[src/rtl/tfr_arbiter.sv]
// Round-robin arbiter in front of one toggle-handshake CDC: grants one requester,
// then holds its {id, payload} stable until the crossing's round trip completes.
module tfr_arbiter #(
  parameter int unsigned NREQ = 4,
  parameter int unsigned DW   = 32,
  parameter int unsigned IDW  = 2,
  parameter int unsigned TMO  = 255
) (
  input  logic                 i_a_clk,
  input  logic                 i_a_reset_n,
  input  logic [NREQ-1:0]      i_req_valid,
  output logic [NREQ-1:0]      o_req_ready,
  input  logic [NREQ*DW-1:0]   i_req_data,
  output logic                 o_tfr_valid,
  input  logic                 i_tfr_ready,
  output logic [IDW+DW-1:0]    o_tfr_data,
  output logic                 o_busy,
  output logic                 o_timeout
);

  localparam int unsigned   TW    = 16;
  localparam logic [TW-1:0] TMO_V = TW'(TMO);
  localparam logic [TW-1:0] T_MAX = '1;

  typedef enum logic [1:0] {
    IDLE   = 2'd0,
    SEND   = 2'd1,
    FLIGHT = 2'd2
  } state_t;

  state_t          state;
  state_t          state_nxt;
  logic [IDW-1:0]  rr_ptr;
  logic [TW-1:0]   timer;
  logic [TW-1:0]   timer_inc;
  logic [IDW-1:0]  hi_id;
  logic [IDW-1:0]  lo_id;
  logic            hi_any;
  logic            lo_any;
  logic [IDW-1:0]  grant_id;
  logic [NREQ-1:0] grant_vec;
  logic [DW-1:0]   grant_data;
  logic            grant_fire;
  logic            accept;
  logic            flight_done;

  // Lowest valid index at/after rr_ptr, falling back to the lowest valid overall (wrap).
  always_comb begin
    hi_any = 1'b0;
    lo_any = 1'b0;
    hi_id  = '0;
    lo_id  = '0;
    for (int k = int'(NREQ) - 1; k >= 0; k--) begin
      if (i_req_valid[k]) begin
        lo_any = 1'b1;
        lo_id  = IDW'(k);
        if (k >= int'(rr_ptr)) begin
          hi_any = 1'b1;
          hi_id  = IDW'(k);
        end
      end
    end
  end

  always_comb begin
    grant_id   = hi_any ? hi_id : lo_id;
    grant_vec  = '0;
    grant_data = '0;
    for (int k = 0; k < int'(NREQ); k++) begin
      grant_vec[k] = lo_any && (grant_id == IDW'(k));
      if (grant_vec[k]) grant_data = i_req_data[k*DW +: DW];
    end
  end

  assign grant_fire  = (state == IDLE) && i_tfr_ready && lo_any;
  assign accept      = (state == SEND) && i_tfr_ready;
  // First FLIGHT cycle (timer still 0) may see a stale ready from the accept.
  assign flight_done = (state == FLIGHT) && i_tfr_ready && (timer != '0);
  assign timer_inc   = (timer == T_MAX) ? timer : timer + 1'b1;

  always_ff @(posedge i_a_clk or negedge i_a_reset_n) begin
    if (!i_a_reset_n) state <= IDLE;
    else              state <= state_nxt;
  end

  always_comb begin
    state_nxt = state;
    case (state)
      IDLE:    if (grant_fire)  state_nxt = SEND;
      SEND:    if (accept)      state_nxt = FLIGHT;
      FLIGHT:  if (flight_done) state_nxt = IDLE;
      default:                  state_nxt = IDLE;
    endcase
  end

  always_comb begin
    o_req_ready = '0;
    o_busy      = (state != IDLE);
    if (grant_fire) o_req_ready = grant_vec;
  end

  // Holding register, round-robin pointer and round-trip watchdog.
  always_ff @(posedge i_a_clk or negedge i_a_reset_n) begin
    if (!i_a_reset_n) begin
      rr_ptr      <= '0;
      o_tfr_valid <= 1'b0;
      o_tfr_data  <= '0;
      o_timeout   <= 1'b0;
      timer       <= '0;
    end else if (grant_fire) begin
      o_tfr_data  <= {grant_id, grant_data};
      rr_ptr      <= (grant_id == IDW'(NREQ - 1)) ? '0 : grant_id + 1'b1;
      o_tfr_valid <= 1'b1;
    end else if (accept) begin
      o_tfr_valid <= 1'b0;
      timer       <= '0;
    end else if (state == FLIGHT) begin
      timer <= timer_inc;
      if (timer_inc >= TMO_V) o_timeout <= 1'b1;
    end
  end

endmodule
[config.mk]
export PLATFORM = sky130hd
export DESIGN_NAME = tfr_arbiter
export DESIGN_NICKNAME = d
export VERILOG_FILES = /design/src/rtl/tfr_arbiter.sv
export SDC_FILE = /design/constraint.sdc
export NUM_CORES = 1
export LEC_CHECK = 0
export CORE_ASPECT_RATIO = 0.7
export CORE_MARGIN = 2
export CORE_UTILIZATION = 45
export DETAILED_ROUTE_END_ITERATION = 7
export GPL_ROUTABILITY_DRIVEN = 0
export PLACE_DENSITY = 0.87
export SLEW_MARGIN = 10
export SYNTH_ARGS = -nofsm -noshare
export SYNTH_HDL_FRONTEND = slang
export SYNTH_SLANG_ARGS = --single-unit
[constraint.sdc]
create_clock -name i_a_clk -period 6.5 [get_ports i_a_clk]
set_clock_uncertainty 0.1 [all_clocks]
set_input_delay 0.975 -clock i_a_clk [delete_from_list [all_inputs] [get_ports i_a_clk]]
set_output_delay 0.975 -clock i_a_clk [all_outputs]
set_load 0.01 [all_outputs]
==> results by group, run 1 <==
Final layout
  – Ant. Diodes: 0
  – Most frequent cells in the layout: clkdlybuf4s50_1 (174), a21oi_1 (77), nor2_1 (74)
  – Fill cells: 614
  – Area delta synth->final: 49.69%
  – Core Util, Final: 0.6990
  – Commonest non-fill, non-tap cell in the layout: clkdlybuf4s50_1
  – Fraction of final layout cells sized beyond drive strength 1: 0.04027
  – Nets@finish: 736
  – Fin cells: 697

Setup path
  – Cells on worst reg2reg path: 10
  – Critical path endpoint category: output port
  – Critical path required time: 5.42 ns
  – Worst setup SP type: input port
  – Worst Setup Path Type: in2out
  – Critical Path Fanout Max: 6
  – Worst EP arrival: 3.15 ns

Logic synthesis
  – Net Count, Synth: 595
  – Synth area leaders: dfrtp_1 (38%), a21oi_1 (10%), nor2_1 (7.5%), a211oi_1 (6.7%), a22oi_1 (6.5%)
  – Yosys top cell by area: dfrtp_1
  – Post-synthesis xor/xnor area fraction: 0.009492
  – Post-synthesis mux area share: 0.01729
  – Synth unique cells: 52
  – Register area share after synthesis: 0.3797
  – Mean area per synthesized cell: 8.130 sq um
  – Number of synthesized register bits: 56
  – Adder-cell share of the synthesized area: 0.02034
  – Post-synth EDFFs: 0
  – Ys flop type: dfrtp_1
  – Area share of the largest cell type after synthesis: 0.3797
  – Synth warnings: 0
  – Largest family of logic cells by synthesized area: compound AO/OA/AOI/OAI gates
  – Compound-Gate Fraction of Synth Area: 0.3275
  – Area of the mapped netlist: 3691 sq um
  – Simple-gate share of the synthesized area: 0.1780
  – Asr flop ratio synth: 1.000
  – Post-Syn Instances: 454

STA
  – Final WS setup: 2.271 ns
  – Worst-margin pin slew: 1.220 ns
  – Final hold vios: 0
  – Fin crit period: 4.229 ns
  – Endpoints failing setup: 0
  – Final Cycle Share: 0.6505
  – Rel. slew slack: 0.1864
  – RSZ-0062 raised after global routing: no
  – Fmax: 236.5 MHz
  – Fin Hold WS: 0.3977 ns
  – Setup tns final: 0 ns
  – Final Max Slew Viols: 0

Floorplanning
  – Row count: 27
  – Initial Utilization: 0.4669
  – Chip height: 79.78 um
  – Die Wd: 112.2 um
  – Core footprint: 7905 sq um
  – Area of the die: 8954 sq um
  – Num ports: 176

Clock network
  – Worst-path clk slew: 0.06 ns
  – CTS resizes: 0
  – Root Buffer: clkbuf_16
  – Clock Sinks: 56
  – Longest Clk Path Bufs: 2
  – TritonCTS clock tree: yes
  – Post-CTS setup buffers: 0
  – CTS Buf Count: 5
  – Htree depth: 2
  – Clock latency at the later pin of the worst-skew pair: 0.29 ns
  – Hold buffer count at cts: 0

Detailed routing
  – Vias per std cell: 6.046
  – Starting DRC count in detailed routing: 400
  – Post-route ant nets: 0
  – Drt pass-1 iters: 6
  – # DRC: 0
  – DR vias: 4,214
  – Routed WL per cell: 18.64 um
  – Wirelength, routed: 12,990 um

Placed design
  – Pre-CTS setup slack: 2.099 ns
  – Number of buffers added on ports: 175
  – DP Cell Count: 688
  – Final HPWL DP: 9469 um

Global routing
  – Largest net degree at the start of global routing: 70
  – Tot GR Track Use: 0.2880
  – Initial antenna violation count: 0
  – First-pass GRT wire length: 20,560 um
  – Vias in the first global route: 4,114
  – Grt ovf: 0

Pwr
  – P_leak: 0.002109 uW
  – Cell Pwr Density: 360.5 nW/um^2
  – VDD IR-drop max: 375.2 uV

Hold path
  – WHS Path Cells: 1
  – Tightest Hold Check Type: reg2reg

Status
  – Status: complete, no violations

Flow run
  – Max cap viols: 0
[routing by layer]
layer / global-route usage / vias up / part of all wire
met2: 0.5133 / 226 / 0.48
met4: 0.1098 / 0 / 0.032
met3: 0.05467 / 36 / 0.069
li1: - / 1962 / -
met1: 0.3492 / 1990 / 0.42
met5: 0 / - / 0
[layout make-up]
cell class | instances | area [sq um] | area share
clock inverters | 1 | 8.758 | 0.001585
repair buffers | 177 | 1769 | 0.3202
multi-input cells | 345 | 2049 | 0.3709
inverters | 10 | 37.54 | 0.006793
clock buffers | 7 | 132.6 | 0.02400
well taps | 101 | 126.4 | 0.02287
flip-flops and latches | 56 | 1401 | 0.2536
[registers in the layout, indices dropped and copies added, names as in the netlist]
| name | flops |
|---|---|
| o_tfr_data | 34 |
| o_tfr_valid | 1 |
| o_timeout | 1 |
| rr_ptr | 2 |
| state | 2 |
| timer | 16 |
[critical path, cell delays in order]
cell	delay (ns)
clkdlybuf4s50_1	0.49
nor3b_1	0.28
a211oi_1	0.07
o21ai_0	0.07
o21ai_0	0.18
inv_1	0.15
ha_1	0.19
and3_1	0.18
clkdlybuf4s50_1	0.57
[kinds of logic after synthesis]
| kind of cell | count (synthesis) |
|---|---|
| fa+ha+maj | 6 |
| flops | 56 |
| mux | 6 |
| compound gates | 192 |
| buf+inv | 53 |
| simple gates | 137 |
| xor+xnor | 4 |
[metrics by stage]
| step | power [uW] | area, sq um |
|---|---|---|
| after floorplan | 1236 | 3691 |
| after global placement | 1663 | 5368 |
| after detailed placement | 1712 | 5368 |
| after CTS | 1985 | 5509 |
| after global routing | 2127 | 5525 |
| final | 1992 | 5525 |
[final timing paths]
path / endpoint / start / slack (ns)
setup / recovery: o_req_ready[2] / i_req_valid[1] / 2.27
hold / removal: state[0]$_DFFE_PN0P_ / state[1]$_DFFE_PN0P_ / 0.40
setup reg to reg: o_tfr_data[9]$_DFFE_PN0P_ / rr_ptr[1]$_DFFE_PN0P_ / 3.08
hold reg to reg: state[0]$_DFFE_PN0P_ / state[1]$_DFFE_PN0P_ / 0.40
max in group asynchronous: state[0]$_DFFE_PN0P_ / i_a_reset_n / 5.07
min in group asynchronous: o_tfr_data[14]$_DFFE_PN0P_ / i_a_reset_n / 0.71
[power breakdown]
group	switching [uW]	total [uW]	internal, uW
combinational	603	1150	548
clock	120	264	144
sequential	92.9	577	484
[cell usage after synthesis, types with 4 or more instances]
cell type,instances
ha_1,6
nand4_1,5
a22oi_1,32
a211oi_1,33
nand3_1,5
o31ai_1,6
dfrtp_1,56
a21oi_1,77
nor2_1,74
clkbuf_1,21
a31oi_1,5
buf_2,17
buf_6,4
inv_1,10
and3_1,9
nand2_1,14
o21ai_0,14
o21ai_1,7
nor4_1,5
No activity file was read; power rests on OpenSTA's default activity.
==> run 2, diff against run 1 <==
--- a/config.mk
+++ b/config.mk
@@ -7,10 +7,10 @@
 export LEC_CHECK = 0
 export CORE_ASPECT_RATIO = 0.7
 export CORE_MARGIN = 2
-export CORE_UTILIZATION = 45
+export CORE_UTILIZATION = 42
 export DETAILED_ROUTE_END_ITERATION = 7
 export GPL_ROUTABILITY_DRIVEN = 0
-export PLACE_DENSITY = 0.87
+export PLACE_DENSITY = 0.82
 export SLEW_MARGIN = 10
 export SYNTH_ARGS = -nofsm -noshare
 export SYNTH_HDL_FRONTEND = slang
==> constraint.sdc (replaced) <==
create_clock -name i_a_clk -period 4.36 [get_ports i_a_clk]
set_clock_uncertainty 0.1 [all_clocks]
set_input_delay 0.654 -clock i_a_clk [delete_from_list [all_inputs] [get_ports i_a_clk]]
set_output_delay 0.654 -clock i_a_clk [all_outputs]
set_load 0.01 [all_outputs]
==> results by group, run 2 (synthesized netlist as in run 1, its figures left out) <==
Status
  – Status: complete, no violations

Setup path
  – Worst Setup Path Type: in2out
  – Critical Path Fanout Max: 6
  – Critical path's largest stage delay: 0.57 ns
  – Worst path cell trace: clkdlybuf4s50_1 > nor2_1 > o21ai_0 > o21ai_0 > a21oi_1 > ha_1 > and3_1 > clkdlybuf4s50_1
  – Worst EP arrival: 2.84 ns
  – Bufs and invs on worst path: 2
  – Slowest-stage cell, CP: clkdlybuf4s50_1
  – CP top delay family: buffers and inverters
  – Critical path endpoint category: output port
  – Critical path required time: 3.61 ns
  – Worst setup SP type: input port

STA
  – Final hold vios: 0
  – Final Cycle Share: 0.8243
  – Fmax: 278.2 MHz
  – Endpoints failing setup: 0
  – Setup tns final: 0 ns
  – Final Max Slew Viols: 0
  – Worst-margin pin slew: 1.100 ns
  – Fin crit period: 3.594 ns
  – Rel. slew slack: 0.2650
  – RSZ-0062 raised after global routing: no

Floorplanning
  – Die Wd: 116.0 um
  – Area of the die: 9566 sq um
  – Row count: 28
  – Num ports: 176
  – Core footprint: 8478 sq um
  – Initial Utilization: 0.4354
  – Chip height: 82.44 um

Flow run
  – Max cap viols: 0

Detailed routing
  – Routed met1 length: 5499 um
  – Post-route ant nets: 0
  – DR vias: 4,102
  – # DRC: 0
  – Routed WL per cell: 18.38 um
  – Vias per std cell: 5.689
  – Starting DRC count in detailed routing: 393
  – Metal3 WL: 921 um
  – Drt pass-1 iters: 5
  – Wirelength, routed: 13,250 um
  – DR top layer: met4
  – DR WL met2: 6482 um

Final layout
  – Commonest non-fill, non-tap cell in the layout: clkdlybuf4s50_1
  – Area delta synth->final: 51.56%
  – Regs by FF count: o_tfr_data x34, timer x16
  – Max reg flops: 34
  – Final Instance Area: 5594 sq um
  – Fraction of final layout cells sized beyond drive strength 1: 0.04992
  – Most frequent cells in the layout: clkdlybuf4s50_1 (174), a21oi_1 (77), nor2_1 (74)
  – Fill cells: 711
  – Nets@finish: 741
  – Ant. Diodes: 0
  – Biggest register: o_tfr_data

Global routing
  – First-pass GRT wire length: 20,490 um
  – Vias in the first global route: 3,855
  – Tot GR Track Use: 0.2815
  – Largest net degree at the start of global routing: 57
  – Grt ovf: 0
  – Initial antenna violation count: 0

Pwr
  – Comb power frac: 0.577
  – Sw power: 1229 uW
  – Tot Pwr: 2996 uW
  – Seq pwr share: 0.288
  – Internal: 1767 uW
  – Sw frac: 0.4103
  – Clk pwr share: 0.136
  – Cell Pwr Density: 535.6 nW/um^2
  – P_leak: 0.002136 uW
  – VDD IR-drop max: 434.5 uV

Hold path
  – Tightest Hold Check Type: in2async

Clock network
  – Clock latency at the later pin of the worst-skew pair: 0.29 ns
  – Post-CTS setup buffers: 0
  – CTS Buf Count: 5
  – TritonCTS clock tree: yes
  – CTS resizes: 0
  – Hold buffer count at cts: 0
  – Clock Sinks: 56
  – Worst-path clk slew: 0.08 ns
  – Longest Clk Path Bufs: 2
  – Htree depth: 2
  – Root Buffer: clkbuf_16

Placed design
  – Area after DPL: 5449 sq um
  – Number of buffers added on ports: 175
  – Final HPWL DP: 10,040 um
[run 2: final timing paths]
| path | from | endpoint | slack, ns | cells past startpoint |
|---|---|---|---|---|
| worst max register to register | rr_ptr[1]$_DFFE_PN0P_ | o_tfr_data[25]$_DFFE_PN0P_ | 1.44 | 12 |
| max in group asynchronous | i_a_reset_n | o_tfr_data[27]$_DFFE_PN0P_ | 3.05 | 2 |
| worst max-delay path | i_req_valid[1] | o_req_ready[1] | 0.77 | 8 |
| min in group i_a_clk | o_timeout$_DFFE_PN0P_ | o_timeout$_DFFE_PN0P_ | 0.39 | 2 |
| worst min register to register | o_timeout$_DFFE_PN0P_ | o_timeout$_DFFE_PN0P_ | 0.39 | 2 |
| worst min-delay path | i_a_reset_n | o_tfr_data[12]$_DFFE_PN0P_ | 0.26 | 1 |
[run 2: area by class of cell]
cell class / instances / area [sq um] / share of cell area
timing repair buffer: 182 / 1812 / 0.3239
multi-input combinational: 345 / 2048 / 0.3661
clock buffer: 6 / 128.9 / 0.02304
tap: 120 / 150.1 / 0.02684
clock inverter: 2 / 16.27 / 0.002908
inverter: 10 / 37.54 / 0.006710
sequential: 56 / 1401 / 0.2505
[run 2: routing by layer]
layer	global-route usage	vias up
met5	0	-
met4	0.1000	0
met3	0.05255	22
met2	0.4994	171
met1	0.3479	1945
li1	-	1964
[run 2: worst reg2reg max path, stage by stage (launching register included)]
cell and delay, ns:
dfrtp_1 0.44, nor2b_1 0.18, o21ai_0 0.15, o21ai_0 0.11
a21oi_1 0.29, inv_1 0.11, ha_1 0.24, nand2_2 0.39
buf_12 0.27, nor2_1 0.07, a211oi_1 0.26, a21oi_1 0.08
a21oi_1 0.15
[run 2: per-stage QoR]
step	util	hold WS [ns]	instances	setup slack, ns
floorplan	-	0.2584	454	1.785
global placement	0.6427	0.3695	713	0.8759
detailed placement	0.6427	0.3832	713	0.7845
CTS	0.6598	0.2894	721	0.7683
global route	0.6598	0.3191	721	0.5297
finish	0.6598	0.2645	721	0.7660
[run 2: power groups by stage]
stage	registers (uW)	clock network, uW	logic, uW
floorplan	922	0	921
global placement	855	0	1680
CTS	862	415	1730
finish	863	406	1730
detailed placement	867	0	1720
global route	889	441	1890
